File: src/rtl/register_bridge.sv
// UART packet <-> register file bridge: write strobe 1 cycle after EoP, read response Valid 3 cycles after EoP.
// Rx has no backpressure (bytes outside IDLE/RX_PAYLOAD/DROP are dropped); Tx byte advances only on ipTxReady.
package registerBridgePkg;
    typedef struct packed {
        logic [7:0] Source;
        logic [7:0] Destination;
        logic [7:0] Length;
        logic [7:0] Data;
        logic       SoP;
        logic       EoP;
        logic       Valid;
    } UART_PACKET;
endpackage

module register_bridge
    import registerBridgePkg::*;
#(
    parameter int         BLOCK_WIDTH   = 32,
    parameter logic [7:0] LOCAL_ADDRESS = 8'h01
) (
    input  logic                   ipClk,
    input  logic                   ipReset,
    input  UART_PACKET             ipRxStream,
    output UART_PACKET             opTxStream,
    input  logic                   ipTxReady,
    output logic [7:0]             opAddress,
    output logic [BLOCK_WIDTH-1:0] opWrData,
    output logic                   opWrEnable,
    input  logic [BLOCK_WIDTH-1:0] ipRdData
);
    localparam int         N         = BLOCK_WIDTH / 8;
    localparam logic [7:0] READ_LEN  = 8'd2;
    localparam logic [7:0] WRITE_LEN = 8'(N + 2);

    typedef enum logic [2:0] {
        IDLE, RX_PAYLOAD, DROP, EXEC_WRITE, EXEC_READ, READ_WAIT, TX
    } state_t;

    state_t state, nextState, headerNext;

    logic [7:0]             replyAddr, rxCmd, rxLen, rxCount, rxAddress;
    logic [7:0]             rspCmd, rspLen, txIdx;
    logic [BLOCK_WIDTH-1:0] rxData, rxShifted, txShift;
    logic                   headerByte, headerOurs, payloadByte, lastByte;
    logic                   cmdRead, cmdWrite, txLast;

    assign headerByte  = ipRxStream.Valid & ipRxStream.SoP;
    assign headerOurs  = headerByte & ~ipRxStream.EoP & (ipRxStream.Destination == LOCAL_ADDRESS);
    assign payloadByte = (state == RX_PAYLOAD) & ipRxStream.Valid & ~ipRxStream.SoP;
    assign lastByte    = payloadByte & ipRxStream.EoP;
    // rxCount excludes the byte on the bus, so the total is rxCount + 1 when EoP arrives
    assign cmdRead   = (rxCmd == 8'h00) && (rxCount == READ_LEN - 8'd1)  && (rxLen == READ_LEN);
    assign cmdWrite  = (rxCmd == 8'h01) && (rxCount == WRITE_LEN - 8'd1) && (rxLen == WRITE_LEN);
    assign rxShifted = BLOCK_WIDTH'({ipRxStream.Data, rxData} >> 8);
    assign txLast    = (txIdx == rspLen - 8'd1);

    always_ff @(posedge ipClk) begin
        if (ipReset) state <= IDLE;
        else         state <= nextState;
    end

    always_comb begin
        nextState  = state;
        opWrEnable = 1'b0;
        if (ipRxStream.EoP)                                 headerNext = IDLE;
        else if (ipRxStream.Destination == LOCAL_ADDRESS)   headerNext = RX_PAYLOAD;
        else                                                headerNext = DROP;
        case (state)
            IDLE:       if (headerByte) nextState = headerNext;
            RX_PAYLOAD: begin
                if (headerByte)     nextState = headerNext;
                else if (lastByte)  nextState = cmdRead ? EXEC_READ : (cmdWrite ? EXEC_WRITE : IDLE);
            end
            DROP:       if (ipRxStream.Valid && ipRxStream.EoP) nextState = IDLE;
            EXEC_WRITE: begin
                opWrEnable = 1'b1;
                nextState  = TX;
            end
            EXEC_READ:  nextState = READ_WAIT;
            READ_WAIT:  nextState = TX;
            TX:         if (ipTxReady && txLast) nextState = IDLE;
            default:    nextState = IDLE;
        endcase
    end

    always_ff @(posedge ipClk) begin
        if (ipReset) begin
            replyAddr <= '0;
            rxCmd     <= '0;
            rxLen     <= '0;
            rxCount   <= '0;
            rxAddress <= '0;
            rxData    <= '0;
            opAddress <= '0;
            opWrData  <= '0;
            rspCmd    <= '0;
            rspLen    <= '0;
            txIdx     <= '0;
            txShift   <= '0;
        end else begin
            if ((state == IDLE || state == RX_PAYLOAD) && headerOurs) begin
                replyAddr <= ipRxStream.Source;
                rxCmd     <= ipRxStream.Data;
                rxLen     <= ipRxStream.Length;
                rxCount   <= 8'd1;
            end else if (payloadByte) begin
                if (rxCount == 8'd1)      rxAddress <= ipRxStream.Data;
                else if (rxCount >= 8'd2) rxData    <= rxShifted;
                if (rxCount != 8'hFF)     rxCount   <= rxCount + 8'd1;
                // outputs change only for accepted commands
                if (lastByte && cmdRead) opAddress <= ipRxStream.Data;
                if (lastByte && cmdWrite) begin
                    opAddress <= rxAddress;
                    opWrData  <= rxShifted;
                end
            end
            case (state)
                EXEC_WRITE: begin
                    rspCmd <= 8'h01;
                    rspLen <= READ_LEN;
                    txIdx  <= '0;
                end
                READ_WAIT: begin
                    rspCmd  <= 8'h00;
                    rspLen  <= WRITE_LEN;
                    txShift <= ipRdData;
                    txIdx   <= '0;
                end
                TX: if (ipTxReady) begin
                    txIdx <= txIdx + 8'd1;
                    if (txIdx >= 8'd2) txShift <= txShift >> 8;
                end
                default: ;
            endcase
        end
    end

    always_comb begin
        opTxStream = '0;
        if (state == TX) begin
            opTxStream.Source      = LOCAL_ADDRESS;
            opTxStream.Destination = replyAddr;
            opTxStream.Length      = rspLen;
            opTxStream.SoP         = (txIdx == 8'd0);
            opTxStream.EoP         = txLast;
            opTxStream.Valid       = 1'b1;
            if (txIdx == 8'd0)      opTxStream.Data = rspCmd;
            else if (txIdx == 8'd1) opTxStream.Data = opAddress;
            else                    opTxStream.Data = txShift[7:0];
        end
    end
endmodule

File: config.mk
export PLATFORM = sky130hd
export DESIGN_NAME = register_bridge
export DESIGN_NICKNAME = d
export VERILOG_FILES = /design/src/rtl/register_bridge.sv
export SDC_FILE = /design/constraint.sdc
export NUM_CORES = 1
export LEC_CHECK = 0
export ABC_AREA = 1
export CORE_MARGIN = 3
export CORE_UTILIZATION = 30
export DETAILED_ROUTE_END_ITERATION = 10
export MAX_ROUTING_LAYER = met4
export PLACE_DENSITY = 0.59
export SLEW_MARGIN = 25
export SYNTH_ARGS = -nofsm -noshare
export SYNTH_HDL_FRONTEND = slang
export SYNTH_SLANG_ARGS = --single-unit
export TNS_END_PERCENT = 1
File: constraint.sdc
create_clock -name ipClk -period 2 [get_ports ipClk]
set_input_delay 0.2 -clock ipClk [delete_from_list [all_inputs] [get_ports ipClk]]
set_output_delay 0.2 -clock ipClk [all_outputs]
set_load 0.05 [all_outputs]
==> Word-level counts from Yosys, hierarchy flattened <==
Index checks and enable logic that the tools add are counted.
{ "word_totals": {"elab_cells": 106, "inputBits": 70, "out_inout_bits": 76, "reg_bits": 171} }
{ "classes": {"n_mux": 26, "eq_ne": 21, "n_addsub": 3, "n_reduce_logical": 30, "bitwise_logic": 10, "order_cmp": 2} }
{ "ops": {"columns": ["op", "n"], "rows": [
  ["2-to-1 mux 32 bit", 2],
  ["case mux 32 bit (2 select lines)", 1],
  ["case mux 8 bit (2 select lines)", 3],
  ["2-to-1 mux 8 bit", 5],
  ["equality test 8 x 1 -> 1 bit, second input constant", 4],
  ["2-to-1 mux 28 bit", 1],
  ["2-to-1 mux 3 bit", 7],
  ["case mux 3 bit (6 select lines)", 1],
  ["adder 8 x 1 -> 8 bit, second input constant", 2],
  ["equality test 8 x 3 -> 1 bit, second input constant", 2],
  [">= comparator 8 x 2 -> 1 bit, second input constant", 2],
  ["zero test 8 bit", 2],
  ["AND reduction 3 bit", 4],
  ["nonzero test 2 bit", 6],
  ["!= test 2 bit, second input constant", 5],
  ["equality test 3 bit, second input constant", 3],
  ["logical AND 1 bit", 9],
  ["equality test 8 x 2 -> 1 bit, second input constant", 1],
  ["equality test 8 bit", 1],
  ["!= test 8 bit, second input constant", 1],
  ["AND reduction 4 bit", 2],
  ["subtractor 8 x 1 -> 8 bit, second input constant", 1],
  ["bitwise AND 1 bit", 6],
  ["equality test 3 x 2 -> 1 bit, second input constant", 2],
  ["other kinds (9)", 19]
]} }

==> Logic depth before layout (Yosys ltp) <==
Gate-level depths: netlist of run 1.
{ "logic_depth": {"word_depth": 8, "depth_mapped": 12, "depth_no_buf": 12} }

==> Worst setup path before layout of run 1 <==
Ideal clock, no wire load.
{ "synth_timing": {"path_type": "register to output", "start": "reg txIdx[1]", "end": "out opTxStream[3] (netlist bit)", "n_path_buf": 0, "t_required_ps": 1800, "path_stages_with_launch": 6, "arrival_time_ps": 2162, "path_slack_ps": -362, "cell_sequence": "dfxtp_1 -> inv_1 -> ha_1 -> nand3_1 -> nand2_1 -> o31ai_1"} }
{ "synth_rtl": {"columns": ["item", "line_no", "rtl"], "rows": [
  ["start: declaration", "42", "logic [7:0] rspCmd, rspLen, txIdx;"],
  ["start signal: assignment", "130", "txIdx <= txIdx + 8'd1;"],
  ["end: declaration", "24", "output UART_PACKET opTxStream,"]
]} }

==> Worst setup path after layout of run 1 <==
{ "layout_timing": {"start": "reg rspLen[1]", "end": "reg state[1]"} }
{ "layout_between": {"elab_chain_cells": 5} }
{ "layout_rtl": {"columns": ["item", "line_no", "rtl"], "rows": [
  ["start: declaration", "42", null],
  ["start signal: assignment", "97", "rspLen <= '0;"],
  ["start signal: assignment", "120", "rspLen <= READ_LEN;"],
  ["start signal: assignment", "125", "rspLen <= WRITE_LEN;"],
  ["subtractor 8 x 1 -> 8 bit", "55", "assign txLast = (txIdx == rspLen - 8'd1);"],
  ["equality test 8 bit", "55", null],
  ["logical AND 1 bit", "81", "TX: if (ipTxReady && txLast) nextState = IDLE;"],
  ["!= test 2 bit (no line)", null, null],
  ["AND reduction 4 bit (no line)", null, null],
  ["end signal: assignment", "59", "else state <= nextState;"],
  ["end: declaration", "39", "state_t state, nextState, headerNext;"]
]} }
Every way passes these cells.
A chain may end at the register's enable or synchronous reset.

==> metrics, run 1 <==
Hold Fails Final Rpt=0; placed cells=1,289; I/O Buffers=132; Max Freq=504 MHz; htree depth=4; Syn Inst Count=902; clock share of power=45.3%; CP top delay family=buffers and inverters; Setup Viol. Count Final=0; Flop pwr share=44.4%; Crit. End Element=flop; routed length per placed instance=13.3 µm; DR vias=6,274; global route overflow=0; VDD IR max=0.490 mV; largest net degree at the start of global routing=83; fill count=2,141; Max-Cap Viols=0; Placer Congestion=0.830; CP max stage delay=340 ps; vias in the first global route=5,927; register area share after synthesis=45.0%; Via density=4.68; WS Path Type=reg2reg; Synth top area share=45.0%; clock latency on the worst-skew pair=430 ps; DP Wirelength=12,400 µm; Synth area leader=dfxtp_1; average cell area after synthesis=7.40 µm²; post-route minimum period=1980 ps; num ports=146; die height=155 µm; nets=1,129; switching portion of total power=26.8%; most common cell in the synthesized netlist=nor2_1; clk sink count=150; WP data required=2340 ps; Pint=5.13 mW; die extent in x=155 µm; total number of placement rows=53; nature of the critical path startpoint=flop; post-route ant nets=0; clk buf depth=2; skew final=11.1 ps; Tot GR Track Use=15.2%; status=complete, no violations; crit-path cells=inv_2 -> ha_4 -> xnor2_1 -> nor2_1 -> buf_4 -> buf_4 -> buf_4 -> buf_4 -> buf_4 -> buf_4 -> nand4_1 -> a21oi_1 -> a21oi_1; EDFF count, synth=0; DP Area=0.00848 mm²; initial antenna violation count=1; Syn. warnings=0; total power divided by cell area=746 mW/mm²; Worst-Margin Slew=545 ps; Clock Pin Slew Worst Setup and Hold Paths=70 ps; Slew Limit Fails=0; Starting Density=31.2%; slew margin rel.=63.5%; Netlist cell types=38; mapped cell area=0.00668 mm²; fin crit share=99.2%; fraction of layout cells with a size suffix above 1=16.4%; Async S/R FF share, synth=0%; Hold Path Class=in2reg; crit path DAT=2320 ps; CP max-delay cell=dfxtp_2; synth top area cells=dfxtp_1 (45%), nor2_1 (10%), o21ai_0 (8.5%); CP bufs+invs=7; CTS root buf=clkbuf_16; full die area=0.0241 mm²; post-synthesis register bit count=150; initial drt markers=395; post-route cell area=0.00940 mm²; top cells by count, synth=nor2_1 (181), dfxtp_1 (150), nand2_1 (113), o21ai_0 (113), inv_1 (68); drt first pass iters=5; drt drc=0; overall power=7.01 mW; Switch Pwr=1.88 mW; crit-path max FO=3; RSZ-0062 raised after global routing=yes; core area=0.0214 mm²; final WL=17,900 µm; post-route insts no fill=1,340; area delta synth->final=40.7%; combinational share of power=10.3%; CTS tree=yes; leak pwr=3.73 nW; first-pass GRT wire length=29,200 µm; CTS buffer count=17; most frequent CP cell=buf_4; ys flop type=dfxtp_1
## flip-flops by register name, indices dropped and copies added, names as in the netlist
signal,flops
rxData,24
opWrData,32
rxCount,8
rxLen,8
replyAddr,8
rspCmd,1
txIdx,8
rxCmd,8
rxAddress,8
rspLen,2
state,3
opAddress,8
txShift,32
## worst register-to-register path: cells and delay by family (launching register included)
kind | cells | cell delay [ps]
buffers and inverters | 7 | 810
DFF | 1 | 340
adders and majority gates | 1 | 260
AOI/OAI and AO/OA | 2 | 220
and+or+nand+nor | 2 | 180
xor gates and xnor gates | 1 | 110
## metal layers
| layer | global-route usage [%] | up-vias | wire [µm] |
|---|---|---|---|
| li1 | - | 3252 | - |
| met1 | 19.6 | 2837 | 8380 |
| met2 | 23.4 | 161 | 8040 |
| met3 | 4.14 | 24 | 1160 |
| met4 | 4.63 | 0 | 276 |
| met5 | - | - | 0 |
## final cells by class
class,count,area (µm²),share of cell area (%)
Antenna cell,1,2.50,0.0266
Clock buffer,17,425,4.53
Clock inverter,15,160,1.70
Inverter,75,292,3.10
Multi-Input combinational cell,628,3190,33.9
Sequential cell,150,3030,32.2
Tap cell,275,344,3.66
Timing Repair Buffer,179,1960,20.8
## placed cells by master (no fill, tap or decap), types with 7 or more instances in the layout
cell type | synthesis | routed
inv_2 | 6 | 12
nand2_1 | 113 | 110
buf_12 | 0 | 26
conb_1 | 1 | 13
nor2_2 | 4 | 7
o21ai_1 | 14 | 15
nand3_1 | 24 | 22
a211oi_1 | 19 | 19
buf_4 | 19 | 39
nor3_2 | 1 | 8
clkdlybuf4s50_1 | 0 | 109
inv_1 | 68 | 60
clkbuf_16 | 0 | 17
dfxtp_1 | 150 | 138
inv_6 | 0 | 7
nor2_1 | 181 | 176
dfxtp_2 | 0 | 9
nand4_1 | 10 | 10
a31oi_1 | 24 | 24
a21oi_1 | 63 | 63
o21ai_0 | 113 | 111
## cell families after synthesis
family	share of synthesized area [%]
and+or+nand+nor	23.8
AOI/OAI and AO/OA	19.0
DFF	45.0
buffers and inverters	9.97
adders and majority gates	1.50
xor gates and xnor gates	0.656
other	0.0562
## through the flow
step	setup TNS (ps)	setup slack (ps)	utilization [%]	hold WS [ps]
after floorplan	-1760	-251	-	335
after global placement	-117	-12.5	39.6	442
after detailed placement	-555	-43.4	39.6	446
after CTS	-2.73	-2.73	43.5	324
after global routing	-434	-62.9	43.9	340
final	0	15.5	43.9	341
## path summary, 6_finish.rpt
check                           startpoint                        to  slack, ps  cells past startpoint
setup / recovery    rspLen[1]$_SDFFE_PP0P_     state[1]$_SDFFE_PP0P_         20                     13
hold / removal                 ipRdData[4]   txShift[4]$_SDFFE_PP0P_        340                      3
setup reg to reg    rspLen[1]$_SDFFE_PP0P_     state[1]$_SDFFE_PP0P_         20                     13
hold reg to reg   txShift[31]$_SDFFE_PP0P_  txShift[31]$_SDFFE_PP0P_        450                      2
## power groups by stage
stage | logic (mW) | registers (mW) | clock network (mW)
4_1_cts | 0.718 | 3.11 | 3.26
3_5_place_dp | 0.691 | 3.17 | 0
2_1_floorplan | 0.455 | 3.16 | 0
3_3_place_gp | 0.693 | 3.17 | 0
6_report | 0.723 | 3.11 | 3.18
5_1_grt | 0.802 | 3.12 | 3.41
## repair_timing
action	CTS	global route
pin swaps	9	7
resized for setup	46	14
buffers inserted	14	4
setup endpoints to repair	9	53
hold buffers	0	0
(Power assumes the default switching activity.)
==> run 2: changes to the inputs <==
Settings changed: CORE_MARGIN 3 to unset, RECOVER_POWER set to 25.
==> metrics, run 2 (synthesis results as in run 1) <==
status=complete, no violations (unchanged); nature of the critical path startpoint=flop (unchanged); Pint=5.29 mW (was 5.13 mW); commonest non-fill, non-tap cell in the layout=nor2_1 (unchanged); clk sink count=150 (unchanged); Hold Path Class=in2reg (unchanged); crit-path max FO=7 (was 3); drt drc=0 (unchanged); crit path DAT=1800 ps (was 2320 ps); final WL=17,200 µm (was 17,900 µm); fin crit share=100% (was 99.2%); WP data required=1800 ps (was 2340 ps); Switch Pwr=1.88 mW (about the same); WS Path Type=reg2out (was reg2reg); CTS root buf=clkbuf_16 (unchanged); die height=151 µm (was 155 µm); combinational share of power=10.0% (was 10.3%); total number of placement rows=54 (was 53); post-route ant nets=0 (unchanged); Placer Congestion=0.890 (was 0.830); first-pass GRT wire length=28,100 µm (was 29,200 µm); CP max stage delay=360 ps (was 340 ps); nets=1,119 (was 1,129); leak pwr=3.71 nW (was 3.73 nW); RSZ-0062 raised after global routing=yes (unchanged); Slew Limit Fails=0 (unchanged); DP Area=0.00850 mm² (was 0.00848 mm²); Top Registers=opWrData (32), txShift (32), rxData (24) (unchanged); core area=0.0218 mm² (was 0.0214 mm²); crit-path cells=nor2_4 -> nand2_2 -> inv_2 -> nand3_4 -> inv_2 -> buf_6 -> nor2_2 -> nor3_2 -> buf_4 -> buf_12 (was inv_2 -> ha_4 -> xnor2_1 -> nor2_1 -> buf_4 -> buf_4 -> buf_4 -> buf_4 -> buf_4 -> buf_4 -> nand4_1 -> a21oi_1 -> a21oi_1); fraction of layout cells with a size suffix above 1=15.9% (was 16.4%); initial drt markers=315 (was 395); area delta synth->final=40.6% (was 40.7%); Crit. End Element=primary output (was flop); largest net degree at the start of global routing=87 (was 83); cts hold-fix bufs=0 (unchanged); htree depth=4 (unchanged); total power divided by cell area=764 mW/mm² (was 746 mW/mm²); full die area=0.0229 mm² (was 0.0241 mm²); initial antenna violation count=0 (was 1); clock latency on the worst-skew pair=430 ps (about the same); Hold Fails Final Rpt=0 (unchanged); post-route minimum period=2000 ps (was 1980 ps); VDD IR max=0.528 mV (was 0.490 mV); Worst-Margin Slew=623 ps (was 545 ps); commonest non-fill, non-tap cells in the layout=nor2_1 (174), dfxtp_1 (138), nand2_1 (110), o21ai_0 (110), clkdlybuf4s50_1 (109) (was nor2_1 (176), dfxtp_1 (138), o21ai_0 (111)); post-route cell area=0.00938 mm² (was 0.00940 mm²); clk buf depth=2 (unchanged); skew final=7.80 ps (was 11.1 ps); hold_ws=343 ps (was 341 ps); Setup Viol. Count Final=0 (unchanged); Flop pwr share=43.4% (was 44.4%); antenna cell count=0 (was 1); die extent in x=151 µm (was 155 µm); most frequent CP cell=inv_2 (was buf_4); CP bufs+invs=5 (was 7); Setup TNS=0 ps (unchanged); Tot GR Track Use=16.0% (was 15.2%); vias in the first global route=5,724 (was 5,927); slew margin rel.=58.4% (was 63.5%); clock share of power=46.6% (was 45.3%); I/O Buffers=132 (unchanged); CTS tree=yes (unchanged); Via density=4.64 (was 4.68); CP max-delay cell=dfxtp_4 (was dfxtp_2); global route overflow=0 (unchanged); DR vias=6,190 (was 6,274); CTS buffer count=17 (unchanged); CP top delay family=buffers and inverters (unchanged); Starting Density=30.6% (was 31.2%); DP Wirelength=12,000 µm (was 12,400 µm); routed length per placed instance=12.9 µm (was 13.3 µm); share of the core filled with cells=43.0% (was 43.9%); switching portion of total power=26.2% (was 26.8%); Max-Cap Viols=0 (unchanged); drt first pass iters=5 (unchanged); Max Freq=500 MHz (was 504 MHz); Clock Pin Slew Worst Setup and Hold Paths=70 ps (about the same); num ports=146 (unchanged)
[run 2: worst paths after layout]
path                            startpoint                        end  slack (ps)  depth (start not counted)
setup / recovery     txIdx[4]$_SDFFE_PP0P_              opTxStream[5]         0.6                         10
hold / removal                 ipRdData[1]    txShift[1]$_SDFFE_PP0P_         340                          3
setup reg to reg   rxCount[1]$_SDFFE_PP0P_  opWrData[11]$_SDFFE_PP0P_         120                         11
hold reg to reg   txShift[26]$_SDFFE_PP0P_   txShift[26]$_SDFFE_PP0P_         450                          2
[run 2: cell type report]
cell class / count / area, µm²
Fill cell: 2176 / 12400
Clock inverter: 14 / 188
Timing Repair Buffer: 169 / 1900
Sequential cell: 150 / 3030
Clock buffer: 18 / 439
Multi-Input combinational cell: 628 / 3200
Tap cell: 280 / 350
Inverter: 75 / 287
[run 2: metal layers]
layer  GRT usage, %  wire (µm)  vias to the layer above
li1               -          -                     3226
met1           20.1       8140                     2783
met2           25.3       8000                      165
met3           3.67        807                       16
met4           5.20        216                        0
met5              -          0                        -
[run 2: metrics by stage]
step / setup slack (ps) / instances / total power, mW
floorplan: -251 / 914 / 3.62
global placement: -63.4 / 1294 / 3.86
detailed placement: -127 / 1294 / 3.86
CTS: -39.7 / 1331 / 7.26
global route: -109 / 1334 / 7.48
finish: 0.596 / 1334 / 7.17
[run 2: what timing repair did]
item                                    CTS  global route
setup buffers                             5             3
pin swaps                                10             7
gates resized for setup                  48            14
endpoints found under the setup margin   10            66
[run 2: power by group through the flow]
stage / clock network (mW) / registers, mW / logic, mW
after floorplan: 0 / 3.16 / 0.455
after global placement: 0 / 3.17 / 0.687
after detailed placement: 0 / 3.17 / 0.687
after CTS: 3.43 / 3.11 / 0.715
after global routing: 3.57 / 3.12 / 0.795
final: 3.34 / 3.11 / 0.714
[run 2: worst register-to-register path, cell delays in order, from the launching register on]
cell and delay [ps]:
dfxtp_1 360, inv_1 100, ha_1 140, inv_1 60, nor2_1 90, nand2_1 80, nor2_1 110, nand2_2 100
nor2_8 210, nand2_4 210, o21ai_0 260, nor2_1 60
